[src/rtl/acc4_lane_accumulator.sv]
// acc4_lane_accumulator: accumulates four lane sums over a packet and presents the totals on valid/ready.
// Ports:
//   clk, rst_n          clock, asynchronous active-low reset
//   clear               synchronous abort of packet in progress and held result
//   in_valid/in_ready   beat handshake; in_last closes the packet
//   in_sum1..4          lane sums (DATA_WIDTH)
//   out_valid/out_ready result handshake
//   out_acc1..4         lane totals (ACC_WIDTH); out_beats beat count; out_ovf per-lane sticky carry
module acc4_lane_accumulator #(
  parameter int DATA_WIDTH = 16,
  parameter int ACC_WIDTH  = 24,
  parameter int CNT_WIDTH  = 8
) (
  input  logic                  clk,
  input  logic                  rst_n,
  input  logic                  clear,
  input  logic                  in_valid,
  output logic                  in_ready,
  input  logic                  in_last,
  input  logic [DATA_WIDTH-1:0] in_sum1,
  input  logic [DATA_WIDTH-1:0] in_sum2,
  input  logic [DATA_WIDTH-1:0] in_sum3,
  input  logic [DATA_WIDTH-1:0] in_sum4,
  output logic                  out_valid,
  input  logic                  out_ready,
  output logic [ACC_WIDTH-1:0]  out_acc1,
  output logic [ACC_WIDTH-1:0]  out_acc2,
  output logic [ACC_WIDTH-1:0]  out_acc3,
  output logic [ACC_WIDTH-1:0]  out_acc4,
  output logic [CNT_WIDTH-1:0]  out_beats,
  output logic [3:0]            out_ovf
);
  localparam int AW1 = ACC_WIDTH + 1;
  typedef enum logic [1:0] {IDLE, ACCUM, HOLD} state_t;
  state_t state, state_nxt;
  logic beat, first;
  logic [3:0][DATA_WIDTH-1:0] din;
  logic [3:0][ACC_WIDTH-1:0] acc, acc_nxt, res;
  logic [3:0][AW1-1:0] sum;
  logic [3:0] ovf, ovf_nxt, res_ovf;
  logic [CNT_WIDTH-1:0] cnt, cnt_nxt, res_cnt;
  assign din = {in_sum4, in_sum3, in_sum2, in_sum1};
  assign beat = in_valid && in_ready;
  // IDLE means the next beat opens a packet, so it loads instead of adding
  assign first = state == IDLE;
  assign cnt_nxt = first ? CNT_WIDTH'(1) : cnt + CNT_WIDTH'(1);
  always_comb begin
    for (int k = 0; k < 4; k++) begin
      sum[k] = (first ? AW1'(0) : AW1'(acc[k])) + AW1'(din[k]);
      acc_nxt[k] = sum[k][ACC_WIDTH-1:0];
      ovf_nxt[k] = (!first && ovf[k]) || sum[k][ACC_WIDTH];
    end
  end
  always_ff @(posedge clk or negedge rst_n)
    if (!rst_n) state <= IDLE;
    else state <= state_nxt;
  always_comb
    state_nxt = clear ? IDLE :
                state == HOLD ? (out_ready ? IDLE : HOLD) :
                beat ? (in_last ? HOLD : ACCUM) : state;
  always_comb begin
    in_ready = state != HOLD;
    out_valid = state == HOLD;
  end
  always_ff @(posedge clk or negedge rst_n) begin
    if (!rst_n) begin
      acc <= '0;
      ovf <= '0;
      cnt <= '0;
      res <= '0;
      res_ovf <= '0;
      res_cnt <= '0;
    end else if (clear) begin
      acc <= '0;
      ovf <= '0;
      cnt <= '0;
    end else if (beat) begin
      acc <= acc_nxt;
      ovf <= ovf_nxt;
      cnt <= cnt_nxt;
      if (in_last) begin
        res <= acc_nxt;
        res_ovf <= ovf_nxt;
        res_cnt <= cnt_nxt;
      end
    end
  end
  assign out_acc1 = res[0];
  assign out_acc2 = res[1];
  assign out_acc3 = res[2];
  assign out_acc4 = res[3];
  assign out_beats = res_cnt;
  assign out_ovf = res_ovf;
endmodule

[config.mk]
export PLATFORM = sky130hd
export DESIGN_NAME = acc4_lane_accumulator
export DESIGN_NICKNAME = d
export VERILOG_FILES = /design/src/rtl/acc4_lane_accumulator.sv
export SDC_FILE = /design/constraint.sdc
export NUM_CORES = 1
export LEC_CHECK = 0
export CAP_MARGIN = 15
export CELL_PAD_IN_SITES_DETAIL_PLACEMENT = 0
export CELL_PAD_IN_SITES_GLOBAL_PLACEMENT = 2
export CORE_MARGIN = 3
export CORE_UTILIZATION = 40
export DETAILED_ROUTE_END_ITERATION = 16
export DONT_BUFFER_PORTS = 1
export GPL_ROUTABILITY_DRIVEN = 0
export PLACE_DENSITY_LB_ADDON = 0.1
export SETUP_SLACK_MARGIN = 0.1
export SKIP_LAST_GASP = 1
export SLEW_MARGIN = 40
export SYNTH_ARGS = -nofsm -noshare
export SYNTH_HDL_FRONTEND = slang
export SYNTH_SLANG_ARGS = --single-unit
[constraint.sdc]
create_clock -name clk -period 4.6 [get_ports clk]
set_input_delay 0.46 -clock clk [delete_from_list [all_inputs] [get_ports clk]]
set_output_delay 0.46 -clock clk [all_outputs]
set_load 0.01 [all_outputs]
* Word level (Yosys, flattened, before mapping)
Cells that the tools add are included.
W data, S select, Z words.
** Operators by class
- Equal/unequal tests :: 2
- Multiplexer cells :: 16
- Bitwise logic cells :: 1
- Reduce and logical (&&, ||, !) cells :: 14
- Add/subtract/negate cells :: 5
** Operators by type and width (count)
- $mux W96 :: 2
- $add A24 B16 Y25 :: 4
- $mux W24 :: 4
- $mux W8 :: 3
- $mux W2 :: 5
- $add A8 B1 Y8 const B :: 1
- $mux W4 :: 2
- $logic_and A1 B1 Y1 :: 5
- $logic_or A1 B1 Y1 :: 4
- $reduce_and A3 Y1 :: 1
- $reduce_bool A3 Y1 :: 1
- $eq A2 B2 Y1 const B :: 1
- $logic_not A2 Y1 :: 1
- $ne A2 B2 Y1 const B :: 1
- $reduce_bool A2 Y1 :: 1
- $logic_not A1 Y1 :: 1
- $not A1 Y1 :: 1
** Word-level totals
- Bits in registers :: 218
- Input port bits :: 70
- Logic and storage cells :: 51
- Output and inout port bits :: 110

* Longest topological paths before layout
- Word-level depth :: 6
- Mapped depth :: 17

* Least setup slack after synthesis
No wires, ideal clock.
- Kind :: register -> register
- From :: register state[0]
- To :: register acc[42] (netlist bit)
- Library setup time :: 0.126 ns
- Arrival :: 3.537 ns
- Stages on the path, launching flop included :: 17
- Slack :: 0.937 ns
- Buffers on the path :: 4
- Required time :: 4.474 ns
- Cells stage by stage :: dfrtp_1 -> or2_1 -> clkbuf_1 -> buf_2 -> buf_1 -> clkbuf_1 -> and2_1 -> ha_1 -> inv_1 -> fa_1 -> nor2b_2 -> o2111ai_2 -> a2111oi_2 -> nor3_1 -> a21oi_2 -> a31oi_1 -> a221o_1
** Between the ends
- Cells in the longest elaborated chain, start to end :: 5
- Elaborated cells between the ends (all ways) :: 8
- Classes of those cells :: add/sub (1); eq/ne (1); mux (3); reduce/logical (3)
** RTL lines
- from (decl) :: RTL line 35 : state_t state, state_nxt;
- from (signal assigned) :: RTL line 56 : else state <= state_nxt;
- $logic_not A2 Y1 :: RTL line 45 : assign first = state == IDLE;
- $mux W24 :: RTL line 49 : sum[k] = (first ? AW1'(0) : AW1'(acc[k])) + AW1'(din[k]);
- $add A24 B16 Y25 :: RTL line 49
- $mux W96 :: RTL line 77 : end else if (beat) begin
- $mux W96 :: RTL line 73 : end else if (clear) begin
- to (signal assigned) :: RTL line 78 : acc <= acc_nxt;
- to (decl) :: RTL line 38 : logic [3:0][ACC_WIDTH-1:0] acc, acc_nxt, res;
Parallel ways exist; a longest one is shown, timed or not. The select of a mux whose other input is x is not followed.
A chain may end at the register's enable or synchronous reset.

* Final worst setup path
- From :: register state[0]
- To :: register acc[46] (netlist bit)
The elaborated chain is that of the path after synthesis.

==> flow_summary.yaml <==
outcome:
  outcome: "finished with violations"
  violations: "negative hold slack"
grt:
  grt_overflow_total: 0
  antenna_found_initial: 0
  grt_max_degree: 219
  grt_pass1_wl_um: 60000
  grtUsageTotal: 0.207
  grt_pass1_vias: 10500
worst_hold_path:
  hp-class: "input port to asynchronous set/reset pin"
sta:
  hold_violations: 218
  setup_tns_ps: 0
  finalSetupViolCount: 0
  skew_ps: 13.4
  worstMarginPinSlew_ps: 822
  timing.fmax_mhz: 267
  period_minus_slack_ps: 3750
  hold_ws_ps: -384
  max-slew-margin-rel: 0.452
  rsz0062_at_grt: "no"
  period_share: 0.814
  slew_viol_final: 0
critical_path:
  start_kind: "register"
  crit_path_end_kind: "register"
  crit_fanout: 54
  arrival_ps: 4170
  critical_path_required_ps: 5020
  reg2reg_slack_ps: 850
  path_class: "register to register"
yosys:
  synth-seq-cells: 218
  synth-compound-area-share: 0.226
  synth_fa_ha_area_frac: 0.0682
  ys_warn_count: 0
  synth_edf_count: 0
  synth_cell_types: 74
  syn_avg_cell_area_um2: 8.97
  syn-num-nets: 1599
  synth_top_area_frac: 0.417
  seq_area_frac_synth: 0.417
  synth_area_um2: 13100
  synth.largest_area_cell: "dfrtp_1"
  async_flop_share: 1.00
  synth-simple-area-share: 0.190
  synthTopCellsByArea: "dfrtp_1 (42%), nand2_1 (7.8%), ha_1 (6.2%), a22o_1 (3.5%), and2_1 (3.3%)"
  synth_flop_cell: "dfrtp_1"
  synth_top_family_by_area: "compound AO/OA/AOI/OAI gates"
  synth_xor_xnor_area_share: 0.0448
  synth_cells: 1460
  synth_mux_area_frac: 0.0185
power_and_ir_drop:
  finalPower_w: 0.00529
  leakage_nw: 6.48
  powerDensity_nw_per_um2: 368
  vdd_drop_max_v: 0.000326
floorplanning:
  ios: 180
  core_um2: 31900
  die_h_um: 187
  rows: 65
  design.die.area_um2: 34900
  start_util: 0.411
  die_width_um: 187
routing:
  firstDrtPassIters: 5
  first_iter_violations: 633
  post_drt_wl_per_cell_um: 19.4
  vias_per_cell: 5.57
  antenna_left: 0
  drc: 0
  via_count: 10500
  wl_um: 36500
clock_tree:
  worstSkewPairLatency_ps: 540
  htreeDepth: 1
  numCtsBuffers: 27
  postCtsSetupBuffers: 0
  cts.repair.resized: 0
  clockBufferDepth: 3
  hold_buffers: 1
  cts_tree: "done"
  clock_sinks: 218
  clk_root_buffer_cell: "clkbuf_16"
  clkTransAtPathRegs_ps: 60
placement:
  hpwl_um: 24400
  dp.cells: 1830
  io_buffers: 0
layout:
  nets: 1564
  final_util: 0.452
  area_delta_synth_final_pct: 10.0
  stdcell_count: 1880
  drive_gt1_frac: 0.0734
  antenna_cells: 0
job:
  cap_viol_max_count: 0
==> kinds of logic (layout without fill, tap and decap cells) <==
group / after synthesis / in the layout
simple gates: 536 / 536
compound gates: 434 / 434
flops: 218 / 218
buf+inv: 114 / 99
fa+ha+maj: 69 / 69
xor+xnor: 67 / 67
mux: 22 / 22
==> path summary, 6_finish.rpt <==
path,start,endpoint,cells past startpoint
setup / recovery,state[0],acc[46],12
hold / removal,rst_n,out_acc4[9],0
setup reg to reg,state[0],acc[46],12
hold reg to reg,acc[87],acc[87],2
max in group asynchronous,rst_n,out_acc3[21],0
min in group clk,out_ready,state[1],1
==> synth_stat cells (17+ instances only) <==
cell type	n
a21o_1	22
a21oi_1	68
a22o_1	53
a31oi_1	17
and2_1	70
and3_1	19
clkbuf_1	57
dfrtp_1	218
ha_1	65
inv_1	36
mux2_2	18
nand2_1	273
nand3_1	33
nor2_1	67
o211ai_1	31
o21ai_0	83
o21ai_1	32
xnor2_1	43
xor2_1	24
==> power breakdown <==
part / leakage (nW) / switching [W] / total (W) / internal, W
sequential: 2.88 / 0.000225 / 0.00235 / 0.00213
combinational: 3.14 / 0.000439 / 0.000724 / 0.000285
clock: 0.460 / 0.000879 / 0.00222 / 0.00134
==> worst max-delay path, stage by stage (launching register included) <==
cell and delay, ps:
dfrtp_1 410, or2_4 570, and2_1 220, ha_1 180
inv_1 60, fa_1 410, nor2b_2 160, o2111ai_2 190
a2111oi_2 450, nor3_1 140, a21oi_2 370, o21ai_1 110
a211o_1 300
==> cell type report <==
| class | instances | area (µm²) |
|---|---|---|
| Inverter | 36 | 135 |
| Fill cell | 3211 | 17500 |
| Clock inverter | 14 | 159 |
| Multi-Input combinational cell | 1128 | 7210 |
| Sequential cell | 218 | 5460 |
| Clock buffer | 35 | 766 |
| Tap cell | 435 | 544 |
| Timing Repair Buffer | 14 | 133 |
==> per-layer routing <==
| metal | GRT usage | vias up | share of wire |
|---|---|---|---|
| li1 | - | 5155 | - |
| met1 | 0.302 | 5051 | 0.49 |
| met2 | 0.310 | 220 | 0.42 |
| met3 | 0.0628 | 38 | 0.078 |
| met4 | 0.0329 | 0 | 0.013 |
| met5 | 0 | - | 0 |
==> placed cells by master, fill, tap and decap left out, types with 33 or more instances in the layout <==
cell | synthesis | layout
nand3_1 | 33 | 33
dfrtp_1 | 218 | 218
and2_1 | 70 | 69
nor2_1 | 67 | 66
inv_1 | 36 | 36
nand2_1 | 273 | 271
ha_1 | 65 | 65
xnor2_1 | 43 | 43
o21ai_0 | 83 | 83
a21oi_1 | 68 | 67
a22o_1 | 53 | 53
==> sequential cells by signal, summed over array words and instances (netlist names) <==
name / count
cnt: 8
out_acc3: 24
state: 2
out_acc4: 24
ovf: 4
out_ovf: 4
out_acc2: 24
acc: 96
out_acc1: 24
out_beats: 8
==> through the flow <==
step / worst slack (ps) / cell area, µm²
after floorplan: 937 / 13100
after global routing: 510 / 14400
after CTS: 840 / 14400
after global placement: 939 / 13500
final: 855 / 14400
after detailed placement: 865 / 13500
No activity file was read; power rests on OpenSTA's default activity.
